`src/rtl/router_pkt_tx_if.sv`:
```
// Host and router signals of the router packet source, grouped as one bundle.
//  slave  : the packet source (router_pkt_tx) side
//  master : the host + router side (drives requests, payload, busy/err)
// Signals:
//  tx_req/tx_dest/tx_len -> tx_ack/tx_rej   packet request handshake
//  wr_data/wr_valid      -> wr_ready        payload byte write
//  busy/err              -> pkt_valid/data_in  router port
//  tx_done/tx_err/tx_idle                   packet status
interface router_pkt_tx_if;
  logic       tx_req;
  logic [1:0] tx_dest;
  logic [5:0] tx_len;
  logic       tx_ack;
  logic       tx_rej;
  logic [7:0] wr_data;
  logic       wr_valid;
  logic       wr_ready;
  logic       busy;
  logic       err;
  logic       pkt_valid;
  logic [7:0] data_in;
  logic       tx_done;
  logic       tx_err;
  logic       tx_idle;

  modport slave (
    input  tx_req, tx_dest, tx_len, wr_data, wr_valid, busy, err,
    output tx_ack, tx_rej, wr_ready, pkt_valid, data_in, tx_done, tx_err, tx_idle
  );

  modport master (
    output tx_req, tx_dest, tx_len, wr_data, wr_valid, busy, err,
    input  tx_ack, tx_rej, wr_ready, pkt_valid, data_in, tx_done, tx_err, tx_idle
  );
endinterface

```
`src/rtl/router_pkt_tx.sv`:
```
// Packet source for the 1x3 router input port. Buffers a whole payload from
// the host, then sends header {len,dest}, payload bytes (pkt_valid=1) and the
// XOR parity byte (pkt_valid=0), advancing only on edges where busy=0.
// Afterwards the router err flag is sampled for ERR_WAIT cycles and reported.
// Ports:
//  clock  rising-edge clock
//  reset  asynchronous active-high reset
//  bus    router_pkt_tx_if.slave: request, payload write, router and status signals
module router_pkt_tx #(
  parameter int unsigned ERR_WAIT = 3,
  parameter int unsigned IFG      = 2
) (
  input logic            clock,
  input logic            reset,
  router_pkt_tx_if.slave bus
);

  typedef enum logic [2:0] {IDLE, FILL, HEADER, PAYLOAD, PARITY, STATUS} state_t;

  state_t     state, state_n;
  logic [1:0] dest_q, dest_n;
  logic [5:0] len_q, len_n;
  logic [5:0] wcnt, wcnt_n;
  logic [5:0] rcnt, rcnt_n;
  logic [7:0] par, par_n;
  logic [3:0] scnt, scnt_n;
  logic [3:0] ifg_cnt, ifg_n;
  logic       cap, cap_n;
  logic       ack_q, ack_n;
  logic       rej_q, rej_n;
  logic       done_q, done_n;
  logic       err_q, err_n;
  logic       wrr_q, wrr_n;
  logic       pv_q, pv_n;
  logic [7:0] din_q, din_n;
  logic [7:0] mem [0:63];
  logic       wr_en;
  logic       legal;

  assign wr_en = (state == FILL) && bus.wr_valid && wrr_q;
  assign legal = (bus.tx_len != '0) && (bus.tx_dest != 2'd3);

  // Payload buffer is deliberately not reset.
  always_ff @(posedge clock) begin
    if (wr_en) mem[wcnt] <= bus.wr_data;
  end

  always_comb begin
    state_n = state;
    dest_n  = dest_q;
    len_n   = len_q;
    wcnt_n  = wcnt;
    rcnt_n  = rcnt;
    par_n   = par;
    scnt_n  = scnt;
    ifg_n   = ifg_cnt;
    cap_n   = cap;
    ack_n   = 1'b0;
    rej_n   = 1'b0;
    done_n  = 1'b0;
    err_n   = err_q;
    wrr_n   = wrr_q;
    pv_n    = pv_q;
    din_n   = din_q;
    case (state)
      IDLE: begin
        // Requests are only looked at once the inter-frame gap has run out.
        if (ifg_cnt != '0) begin
          ifg_n = ifg_cnt - 4'd1;
        end else if (bus.tx_req) begin
          if (legal) begin
            dest_n  = bus.tx_dest;
            len_n   = bus.tx_len;
            ack_n   = 1'b1;
            err_n   = 1'b0;
            wcnt_n  = '0;
            par_n   = {bus.tx_len, bus.tx_dest};
            wrr_n   = 1'b1;
            state_n = FILL;
          end else begin
            rej_n = 1'b1;
          end
        end
      end
      FILL: begin
        if (wr_en) begin
          par_n  = par ^ bus.wr_data;
          wcnt_n = wcnt + 6'd1;
          if (wcnt == len_q - 6'd1) begin
            state_n = HEADER;
            pv_n    = 1'b1;
            din_n   = {len_q, dest_q};
            wrr_n   = 1'b0;
          end
        end
      end
      HEADER: begin
        if (!bus.busy) begin
          state_n = PAYLOAD;
          rcnt_n  = '0;
          din_n   = mem[0];
        end
      end
      PAYLOAD: begin
        if (!bus.busy) begin
          if (rcnt == len_q - 6'd1) begin
            state_n = PARITY;
            pv_n    = 1'b0;
            din_n   = par;
          end else begin
            rcnt_n = rcnt + 6'd1;
            din_n  = mem[rcnt + 6'd1];
          end
        end
      end
      PARITY: begin
        if (!bus.busy) begin
          state_n = STATUS;
          din_n   = '0;
          scnt_n  = 4'(ERR_WAIT);
          cap_n   = 1'b0;
        end
      end
      STATUS: begin
        // Include this cycle's err in the reported status.
        cap_n = cap | bus.err;
        if (scnt <= 4'd1) begin
          done_n  = 1'b1;
          err_n   = cap | bus.err;
          state_n = IDLE;
          ifg_n   = 4'(IFG);
        end else begin
          scnt_n = scnt - 4'd1;
        end
      end
      default: state_n = IDLE;
    endcase
  end

  always_ff @(posedge clock or posedge reset) begin
    if (reset) begin
      state   <= IDLE;
      dest_q  <= '0;
      len_q   <= '0;
      wcnt    <= '0;
      rcnt    <= '0;
      par     <= '0;
      scnt    <= '0;
      ifg_cnt <= '0;
      cap     <= 1'b0;
      ack_q   <= 1'b0;
      rej_q   <= 1'b0;
      done_q  <= 1'b0;
      err_q   <= 1'b0;
      wrr_q   <= 1'b0;
      pv_q    <= 1'b0;
      din_q   <= '0;
    end else begin
      state   <= state_n;
      dest_q  <= dest_n;
      len_q   <= len_n;
      wcnt    <= wcnt_n;
      rcnt    <= rcnt_n;
      par     <= par_n;
      scnt    <= scnt_n;
      ifg_cnt <= ifg_n;
      cap     <= cap_n;
      ack_q   <= ack_n;
      rej_q   <= rej_n;
      done_q  <= done_n;
      err_q   <= err_n;
      wrr_q   <= wrr_n;
      pv_q    <= pv_n;
      din_q   <= din_n;
    end
  end

  assign bus.tx_ack    = ack_q;
  assign bus.tx_rej    = rej_q;
  assign bus.tx_done   = done_q;
  assign bus.tx_err    = err_q;
  assign bus.wr_ready  = wrr_q;
  assign bus.pkt_valid = pv_q;
  assign bus.data_in   = din_q;
  assign bus.tx_idle   = (state == IDLE) && (ifg_cnt == '0);

endmodule

```
`src/flat_wrapper.sv`:
```
// flat-port wrapper written by rule: the top's interface ports become plain ports
module router_pkt_tx_flat 
#(
  parameter int unsigned ERR_WAIT = 3,
  parameter int unsigned IFG      = 2
)
  (clock, reset, bus_tx_req, bus_tx_dest, bus_tx_len, bus_wr_data, bus_wr_valid, bus_busy, bus_err, bus_tx_ack, bus_tx_rej, bus_wr_ready, bus_pkt_valid, bus_data_in, bus_tx_done, bus_tx_err, bus_tx_idle);
  router_pkt_tx_if bus_i ();
  input logic clock;
  input logic reset;
  input wire logic [$bits(bus_i.tx_req)-1:0] bus_tx_req;
  input wire logic [$bits(bus_i.tx_dest)-1:0] bus_tx_dest;
  input wire logic [$bits(bus_i.tx_len)-1:0] bus_tx_len;
  input wire logic [$bits(bus_i.wr_data)-1:0] bus_wr_data;
  input wire logic [$bits(bus_i.wr_valid)-1:0] bus_wr_valid;
  input wire logic [$bits(bus_i.busy)-1:0] bus_busy;
  input wire logic [$bits(bus_i.err)-1:0] bus_err;
  output wire logic [$bits(bus_i.tx_ack)-1:0] bus_tx_ack;
  output wire logic [$bits(bus_i.tx_rej)-1:0] bus_tx_rej;
  output wire logic [$bits(bus_i.wr_ready)-1:0] bus_wr_ready;
  output wire logic [$bits(bus_i.pkt_valid)-1:0] bus_pkt_valid;
  output wire logic [$bits(bus_i.data_in)-1:0] bus_data_in;
  output wire logic [$bits(bus_i.tx_done)-1:0] bus_tx_done;
  output wire logic [$bits(bus_i.tx_err)-1:0] bus_tx_err;
  output wire logic [$bits(bus_i.tx_idle)-1:0] bus_tx_idle;
  assign bus_i.tx_req = bus_tx_req;
  assign bus_i.tx_dest = bus_tx_dest;
  assign bus_i.tx_len = bus_tx_len;
  assign bus_i.wr_data = bus_wr_data;
  assign bus_i.wr_valid = bus_wr_valid;
  assign bus_i.busy = bus_busy;
  assign bus_i.err = bus_err;
  assign bus_tx_ack = bus_i.tx_ack;
  assign bus_tx_rej = bus_i.tx_rej;
  assign bus_wr_ready = bus_i.wr_ready;
  assign bus_pkt_valid = bus_i.pkt_valid;
  assign bus_data_in = bus_i.data_in;
  assign bus_tx_done = bus_i.tx_done;
  assign bus_tx_err = bus_i.tx_err;
  assign bus_tx_idle = bus_i.tx_idle;
  router_pkt_tx #(.ERR_WAIT(ERR_WAIT), .IFG(IFG)) u_core (.clock(clock), .reset(reset), .bus(bus_i));
endmodule
```
`config.mk`:
```
export PLATFORM = sky130hd
export DESIGN_NAME = router_pkt_tx_flat
export DESIGN_NICKNAME = d
export VERILOG_FILES = /design/src/rtl/router_pkt_tx_if.sv /design/src/rtl/router_pkt_tx.sv /design/src/flat_wrapper.sv
export SDC_FILE = /design/constraint.sdc
export NUM_CORES = 1
export LEC_CHECK = 0
export CORE_MARGIN = 5
export CORE_UTILIZATION = 40
export DETAILED_ROUTE_END_ITERATION = 10
export PLACE_DENSITY = 0.54
export SYNTH_ARGS = -nofsm -noshare
export SYNTH_HDL_FRONTEND = slang
export SYNTH_SLANG_ARGS = --single-unit
```
`constraint.sdc`:
```
create_clock -name clock -period 2.3 [get_ports clock]
set_input_delay 0.23 -clock clock [delete_from_list [all_inputs] [get_ports clock]]
set_output_delay 0.23 -clock clock [all_outputs]
set_load 0.01 [all_outputs]
```
---- After elaboration in Yosys (flattened, before gate mapping) ----
Memory sizes are Yosys's and may differ from the RTL's.
Cells that the tools add are included.
storage, ports and cells
  output and inout bits ................... 15
  RAM bits ................................ 512
  memories kept ........................... 1
  register bits ........................... 54
memory list
  memory      depth  bits a word  rd ports  clocked after Yosys merged registers in  write ports  RTL line             text
  u_core.mem  64     8            2         0                                        1            router_pkt_tx.sv:36  logic [7:0] mem [0:63];
cells by class
  reduce and logical (&&, ||, !) cells .... 25
  equality and inequality tests ........... 21
  bitwise gates (word level) .............. 3
  multiplexer cells ....................... 68
  magnitude comparators ................... 1
  $add $sub $neg .......................... 5
operators with widths
  operator               number
  $mux W8                10
  $mux W6                7
  $pmux W8 S4            1
  $mux W3                10
  $mux W1                26
  $pmux W6 S2            2
  $ne A2 B2 Y1 const B   9
  $pmux W3 S6            1
  $mux W4                4
  $pmux W4 S2            2
  $pmux W8 S2            1
  $reduce_and A5 Y1      3
  $add A6 B1 Y6 const B  2
  $eq A6 B6 Y1           2
  $reduce_and A6 Y1      2
  $ne A2 B1 Y1 const B   5
  $reduce_and A10 Y1     1
  $reduce_bool A2 Y1     5
  $pmux W1 S2            4
  $reduce_and A4 Y1      2
  $reduce_bool A4 Y1     2
  $sub A4 B1 Y4 const B  2
  $xor A8 B8 Y8          1
  $eq A3 B2 Y1 const B   2
  12 further kinds       17

---- Longest topological paths before layout ----
Gate-level depths: netlist (run 1).
  depth after elaboration ................. 6
  depth in mapped cells ................... 11
  gate-level depth less buffers ........... 9

---- Worst setup path before layout (run 1) ----
No wires, ideal clock.
  path type ............................... register -> register
  from .................................... register u_core.len_q[0]
  to ...................................... register u_core.din_q[2], in the netlist u_core.bus.data_in[2]
  library setup time ...................... 0.082 ns
  data arrival time ....................... 2.282 ns
  setup slack ............................. -0.063 ns
  clock period less this slack ............ 2.363 ns
  path buffers ............................ 2
  cell stages (with the launch flop) ...... 12
  cells stage by stage .................... dfrtp_1 -> inv_1 -> ha_1 -> xnor2_1 -> xor2_1 -> a22o_1 -> and4bb_4 -> a211o_1 -> buf_6 -> buf_6 -> mux2i_1 -> a31oi_1
between the ends
  cells in the longest elaborated chain, start to end .. 5
  elaborated cells on any way between the ends .. 10
ends and longest elaborated chain
  element                 RTL line                                   text
  start, declared         router_pkt_tx.sv:22                        logic [5:0] len_q, len_n;
  start signal, assigned  router_pkt_tx.sv:161                       len_q <= len_n;
  $sub A6 B1 Y6           router_pkt_tx.sv:89, router_pkt_tx.sv:106
  $eq A6 B6 Y1            router_pkt_tx.sv:106                       if (rcnt == len_q - 6'd1) begin
  $mux W8                 router_pkt_tx.sv:106
  $mux W8                 router_pkt_tx.sv:105                       if (!bus.busy) begin
  $pmux W8 S4             router_pkt_tx.sv:65                        case (state)
  end signal, assigned    router_pkt_tx.sv:174                       din_q <= din_n;
  end, declared           router_pkt_tx.sv:35                        logic [7:0] din_q, din_n;
Parallel ways exist; a longest one is shown, timed or not. The select of a mux whose other input is x is not followed.
A chain may end at the register's enable or synchronous reset.

---- Final worst setup path (run 1) ----
  from .................................... register u_core.rcnt[0]
  to ...................................... register u_core.din_q[7], in the netlist u_core.bus.data_in[7]
between the ends
  cells in the longest elaborated chain, start to end .. 5
  elaborated cells on any way between the ends .. 6
ends and longest elaborated chain
  element                 RTL line              text
  start, declared         router_pkt_tx.sv:24   logic [5:0] rcnt, rcnt_n;
  start signal, assigned  router_pkt_tx.sv:163  rcnt <= rcnt_n;
  $add A6 B1 Y6           router_pkt_tx.sv:112  din_n = mem[rcnt + 6'd1];
  $mem_v2 Z64 W8          --
  $mux W8 (*)             router_pkt_tx.sv:106
  $mux W8 (*)             router_pkt_tx.sv:105
  $pmux W8 S4 (*)         router_pkt_tx.sv:65
Every way passes the cells marked *; elsewhere a longest branch is shown, timed or not. The select of a mux whose other input is x is not followed.

==> summary.txt, run 1 <==
Floorplan
  • Core ar.: 57900 um^2
  • FP Rows: 88
  • Die width: 252 um
  • Die Area: 63600 um^2
  • Initial cell density of the core: 40.5%
  • DIE HEIGHT: 252 um
  • I/O pin count: 37

Outcome
  • Status: finished, violations left
  • Failing checks: negative setup slack

Setup path
  • Required @ worst endpoint: 2.79 ns
  • Slowest cell on the critical path: dfrtp_4
  • Reg-to-Reg Start: u_core.rcnt[0]$_DFFE_PP0P_
  • WS Path Type: register to register
  • CP max FO: 7
  • Critical Path AT: 3.02 ns
  • CP Launch Type: register
  • Slowest stage delay, CP: 0.52 ns
  • Crit path max-delay family: compound AO/OA/AOI/OAI gates
  • CP Launch Point: u_core.rcnt[0]$_DFFE_PP0P_
  • Worst path cell trace: ha_4 > buf_12 > buf_8 > mux4_2 > nand2_1 > a32o_2 > a31oi_1 > o211ai_1 > a31oi_1
  • Crit end category: register
  • Most used cell, CP: a31oi_1
  • Bufs and invs on worst path: 2

Power and ir drop
  • Final Power: 27.3 mW
  • Sequential power share: 44.7%
  • Switching share of power: 28.1%
  • Clock power share: 33.4%
  • Comb power frac: 21.9%
  • Psw: 7.66 mW
  • Leak: 9.61 nW
  • Cell Int Power: 19.6 mW
  • Power per cell area: 944 nW/um^2
  • Max IR drop VDD: 0.672 mV

Final layout
  • Synthesis-to-layout area growth: 23.2%
  • Finished Cell Area: 28900 um^2
  • Register Area: 16700 um^2
  • Total Nets Final: 1632
  • Area of the multi-input gates: 6650 um^2
  • Final Util: 49.9%
  • Non-filler instance count after layout: 2417
  • Ant diodes: 0
  • Share of cells above drive strength 1: 32.3%
  • Fillers: 4868

Timing
  • Max Fclk: 395 MHz
  • Final hold vios: 0
  • Setup TNS: -1.22 ns
  • Pins Over Slew Limit: 0
  • Slew at the pin closest to its max-slew limit: 0.805 ns
  • Worst rel slew slack: 46.3%
  • Period minus WS final: 2.53 ns
  • Final worst path period share: 110%
  • Final WS setup: -0.231 ns
  • Final setup viols: 8
  • Setup Skew: 0.0144 ns
  • RSZ-0062 raised after global routing: true
  • WHS: 0.00864 ns

Place
  • Dpl cell area: 26300 um^2
  • Placed cells: 2287
  • DP HPWL: 41100 um
  • Port Buf Inserts: 36
  • Setup WS pre-CTS: -0.453 ns
  • Placer Congestion: 0.882

Synth
  • Syn_area_per_cell: 17.3 um^2
  • Asr flop ratio synth: 9.54%
  • Post-Syn Nets: 1383
  • Number of flops mapped to enable cells by yosys: 512
  • Post-synth top flop: edfxtp_1
  • YS warnings: 0
  • Yosys top cell by area: edfxtp_1
  • Cell Area, Synth: 23500 um^2
  • Synth Register Bits: 566
  • Top post-synthesis cells by area: edfxtp_1, mux4_2, dfrtp_1
  • Synth top area share: 65.5%
  • Most common library cells after synthesis: edfxtp_1, mux4_2, nand2_1
  • Most numerous cell in the Yosys netlist: edfxtp_1
  • Post-synth cell types: 66
  • Sequential fraction of the synthesis area: 71.3%
  • Syn Inst Count: 1354

Clock network
  • Clock-pin slew on the worst setup and hold paths: 0.07 ns
  • Hold_buf cts: 0
  • CTS tree: done
  • Worst-Skew Late Latency: 0.63 ns
  • Clock Sinks: 566
  • CTS H-tree depth: 2
  • TritonCTS Buffers: 59
  • Root buffer cell: clkbuf_16
  • Deepest clock path buffer count: 3

Run
  • Max Cap Viol: 0

Routing
  • Post-DR wirelength/cell: 26.1 um
  • Routed vias: 13.5k
  • Vias per cell: 5.58
  • DRT Wirelength: 63200 um
  • Drt drc: 0
  • Drt initial violations: 1143
  • Post-route antenna net violation count: 0
  • Iteration count of the initial detailed-routing pass: 5

GRT
  • First-pass GRT wire length: 93100 um
  • Largest net degree at the start of global routing: 67
  • Overall Global Routing Usage: 19.7%
  • GRT Residual Overflow: 0
  • Number of global-route vias before repair: 13.8k
  • Initial antenna violation count: 0

Min path
  • Min-Delay Path Class: input pin to async pin
[timing repair]
action	4_1_cts	5_1_grt
endpoints found under the setup margin	73	428
gates resized for setup	58	34
hold endpoints to repair	0	0
setup buffers	11	3
pin swaps	22	7
cloned	7	0
[layout make-up]
| type | count | share of cell area (%) |
|---|---|---|
| inverter | 15 | 0.195 |
| tap | 765 | 3.31 |
| sequential | 566 | 57.8 |
| clock buffer | 67 | 5.21 |
| clock inverter | 43 | 1.15 |
| multi-input combinational | 691 | 23.0 |
| timing repair buffer | 270 | 9.29 |
[metal layers]
| layer | vias to the layer above | GRT usage (%) | wire length (um) |
|---|---|---|---|
| li1 | 5899 | - | - |
| met1 | 7083 | 26.9 | 26700 |
| met2 | 386 | 32.2 | 30500 |
| met3 | 116 | 3.12 | 3420 |
| met4 | 0 | 7.37 | 2510 |
| met5 | - | 0 | 0 |
[worst paths after layout]
kind                                                      to  slack, ns  cells past startpoint
min                                u_core.par[5]$_DFFE_PP0P_      0.009                      2
max reg2reg                u_core.bus.data_in[7]$_DFFE_PP0P_      -0.23                      9
min reg2reg                           u_core.cap$_DFFE_PP0P_       0.51                      2
max in group asynchronous  u_core.bus.data_in[1]$_DFFE_PP0P_       1.73                      3
max                        u_core.bus.data_in[7]$_DFFE_PP0P_      -0.23                      9
min in group clock               u_core.mem[25][1]$_DFFE_PP_       0.11                      2
[cell families (layout without fill, tap and decap cells)]
group	count (synthesis)	count (layout)	synth area share, %
AOI/OAI and AO/OA	159	159	4.48
and+or+nand+nor	345	345	7.16
muxes	157	157	13.5
xor gates and xnor gates	23	23	0.938
buffers and inverters	97	395	2.25
adders and majority gates	7	7	0.373
DFF	566	566	71.3
[state kept, by name, summed over array words and instances (netlist names), 2 cells and up]
register and cells:
u_core.scnt 4, u_core.state 3, u_core.mem 512, u_core.ifg_cnt 4, u_core.rcnt 6, u_core.len_q 6, u_core.bus.data_in 8, u_core.wcnt 6
u_core.par 8, u_core.dest_q 2
[power by group through the flow]
stage | Combinational (mW) | Sequential (mW) | Clock, mW
2_1_floorplan | 3.17 | 12.2 | 0
3_3_place_gp | 5.33 | 12.4 | 0
3_5_place_dp | 5.38 | 12.4 | 0
4_1_cts | 5.83 | 12.2 | 9.34
5_1_grt | 6.38 | 12.3 | 9.76
6_report | 5.98 | 12.2 | 9.12
[cells in the final DEF (no fill, tap or decap), types with 14 or more instances in the layout]
master and instances:
edfxtp_1 512, buf_4 188, mux4_2 128, nor2_1 94, nand2_1 94, clkbuf_16 59, dfrtp_1 52, nand3_1 46
a21oi_1 37, o21ai_0 30, buf_12 30, clkdlybuf4s50_1 27, nand2b_1 24, clkinv_1 21, a31oi_1 19, inv_1 14
Note: power is estimated with default switching activity, not from simulation.
==> inputs of run 2 (changes only) <==
--- a/config.mk
+++ b/config.mk
@@ -5,6 +5,7 @@
 export SDC_FILE = /design/constraint.sdc
 export NUM_CORES = 1
 export LEC_CHECK = 0
+export CORE_ASPECT_RATIO = 0.7
 export CORE_MARGIN = 5
 export CORE_UTILIZATION = 40
 export DETAILED_ROUTE_END_ITERATION = 10
==> summary.txt, run 2 (synthesized netlist as in run 1, its figures left out) <==
Timing
  • RSZ-0062 raised after global routing: true
  • Final WS setup: -0.231 ns
  • Final hold vios: 0
  • Setup Skew: 0.0442 ns
  • Slew at the pin closest to its max-slew limit: 0.704 ns
  • Final worst path period share: 110%
  • Max Fclk: 395 MHz
  • Worst rel slew slack: 53.1%
  • Final setup viols: 8
  • Pins Over Slew Limit: 0
  • Period minus WS final: 2.53 ns

Routing
  • DRT Wirelength: 62000 um
  • Routed vias: 13.6k
  • Drt drc: 0
  • Post-DR wirelength/cell: 25.6 um
  • Drt initial violations: 1405
  • Vias per cell: 5.61
  • Post-route antenna net violation count: 0
  • Iteration count of the initial detailed-routing pass: 5

Floorplan
  • DIE HEIGHT: 213 um
  • Initial cell density of the core: 40.3%
  • Die Area: 63700 um^2
  • Die width: 300 um
  • FP Rows: 74
  • Core ar.: 58200 um^2
  • I/O pin count: 37

Run
  • Max Cap Viol: 0

GRT
  • Initial antenna violation count: 0
  • Largest net degree at the start of global routing: 55
  • GRT Residual Overflow: 0
  • First-pass GRT wire length: 91000 um
  • Overall Global Routing Usage: 19.4%
  • Number of global-route vias before repair: 13.4k

Power and ir drop
  • Leak: 9.67 nW
  • Power per cell area: 951 nW/um^2
  • Max IR drop VDD: 0.696 mV

Place
  • Setup WS pre-CTS: -0.279 ns
  • Port Buf Inserts: 36
  • DP HPWL: 41900 um
  • Placer Congestion: 0.876

Setup path
  • Crit end category: register
  • CP Launch Type: register
  • Critical Path AT: 3.02 ns
  • WS Path Type: register to register
  • CP max FO: 16
  • Required @ worst endpoint: 2.79 ns
  • Reg-to-Reg Start: u_core.rcnt[0]$_DFFE_PP0P_
  • CP Launch Point: u_core.rcnt[0]$_DFFE_PP0P_

Final layout
  • Commonest non-fill, non-tap cell in the layout: edfxtp_1
  • Total Nets Final: 1643
  • Synthesis-to-layout area growth: 23.6%
  • Final Util: 49.8%
  • Register Area: 16700 um^2
  • Share of cells above drive strength 1: 33.2%
  • Largest Register: u_core.mem
  • Area of the multi-input gates: 6560 um^2
  • Fillers: 4803
  • Commonest cells after routing, fill and taps aside: edfxtp_1, buf_4, mux4_2
  • Max reg flops: 512

Clock network
  • CTS tree: done
  • Worst-Skew Late Latency: 0.63 ns
  • Clock Sinks: 566
  • Clock-pin slew on the worst setup and hold paths: 0.07 ns
  • Deepest clock path buffer count: 3
  • CTS H-tree depth: 2
  • Root buffer cell: clkbuf_16
  • TritonCTS Buffers: 53

Outcome
  • Failing checks: negative setup slack
  • Status: finished, violations left

Min path
  • Min-Delay Path Class: input pin to register
  • Startpoint of the worst hold path: bus_wr_data[6]
## run 2: per-stage QoR
| stage | TNS, ns | hold WS, ns | power [mW] | std cells | instance area (um^2) |
|---|---|---|---|---|---|
| 6_report | -1.32 | 0.0879 | 27.6 | 2420 | 29000 |
| 5_1_grt | -1.91 | 0.0671 | 28.7 | 2418 | 29000 |
| 4_1_cts | -1.56 | 0.0617 | 27.6 | 2412 | 28800 |
| 3_5_place_dp | -1.25 | 0.494 | 17.8 | 2294 | 26400 |
| 3_3_place_gp | -1.20 | 0.486 | 17.7 | 2294 | 26400 |
| 2_1_floorplan | 0 | 0.329 | 15.4 | 1354 | 23500 |
## run 2: final cells by class
cell class | instances | share of cell area (%)
Timing Repair Buffer | 287 | 9.73
Tap cell | 760 | 3.28
Inverter | 15 | 0.194
Multi-Input combinational cell | 691 | 22.6
Clock buffer | 65 | 4.80
Clock inverter | 34 | 1.70
Sequential cell | 566 | 57.7
Antenna cell | 2 | 0.0172
## run 2: critical path, cell delays in order (launching register included)
cell and delay (ns):
dfrtp_4 0.52, ha_4 0.21, nand2b_1 0.17, and2_2 0.25, buf_12 0.17, a31oi_1 0.16, o211ai_1 0.20, buf_4 0.21
a31oi_4 0.19, nand4b_1 0.20, o211ai_1 0.10
## run 2: final timing paths
| check | endpoint | slack, ns | cells after the start |
|---|---|---|---|
| max in group asynchronous | u_core.rcnt[0]$_DFFE_PP0P_ | 1.43 | 4 |
| worst min register to register | u_core.cap$_DFFE_PP0P_ | 0.51 | 2 |
| worst max-delay path | u_core.bus.data_in[1]$_DFFE_PP0P_ | -0.23 | 10 |
| min in group asynchronous | u_core.ifg_cnt[0]$_DFFE_PP0P_ | 0.56 | 4 |
| worst min-delay path | u_core.mem[29][6]$_DFFE_PP_ | 0.09 | 1 |
| worst max register to register | u_core.bus.data_in[1]$_DFFE_PP0P_ | -0.23 | 10 |
## run 2: routing by layer
| layer | part of all wire [%] | GRT usage [%] |
|---|---|---|
| met1 | 49 | 30.9 |
| met4 | 1.4 | 3.78 |
| met5 | 0 | 0 |
| met2 | 42 | 27.2 |
| met3 | 8.2 | 4.96 |
## run 2: power breakdown
| group | total (mW) | switching (mW) | leakage [nW] | internal [mW] |
|---|---|---|---|---|
| sequential | 12.2 | 0.496 | 5.27 | 11.7 |
| clock | 9.55 | 3.89 | 0.906 | 5.67 |
| combinational | 5.82 | 3.05 | 3.49 | 2.77 |
## run 2: timing repair
action	4_1_cts	5_1_grt
buffers inserted	16	7
pin swaps	16	14
hold endpoints to repair	18	0
hold buffers	1	0
endpoints found under the setup margin	26	212
cloned	4	0
gates resized for setup	69	28
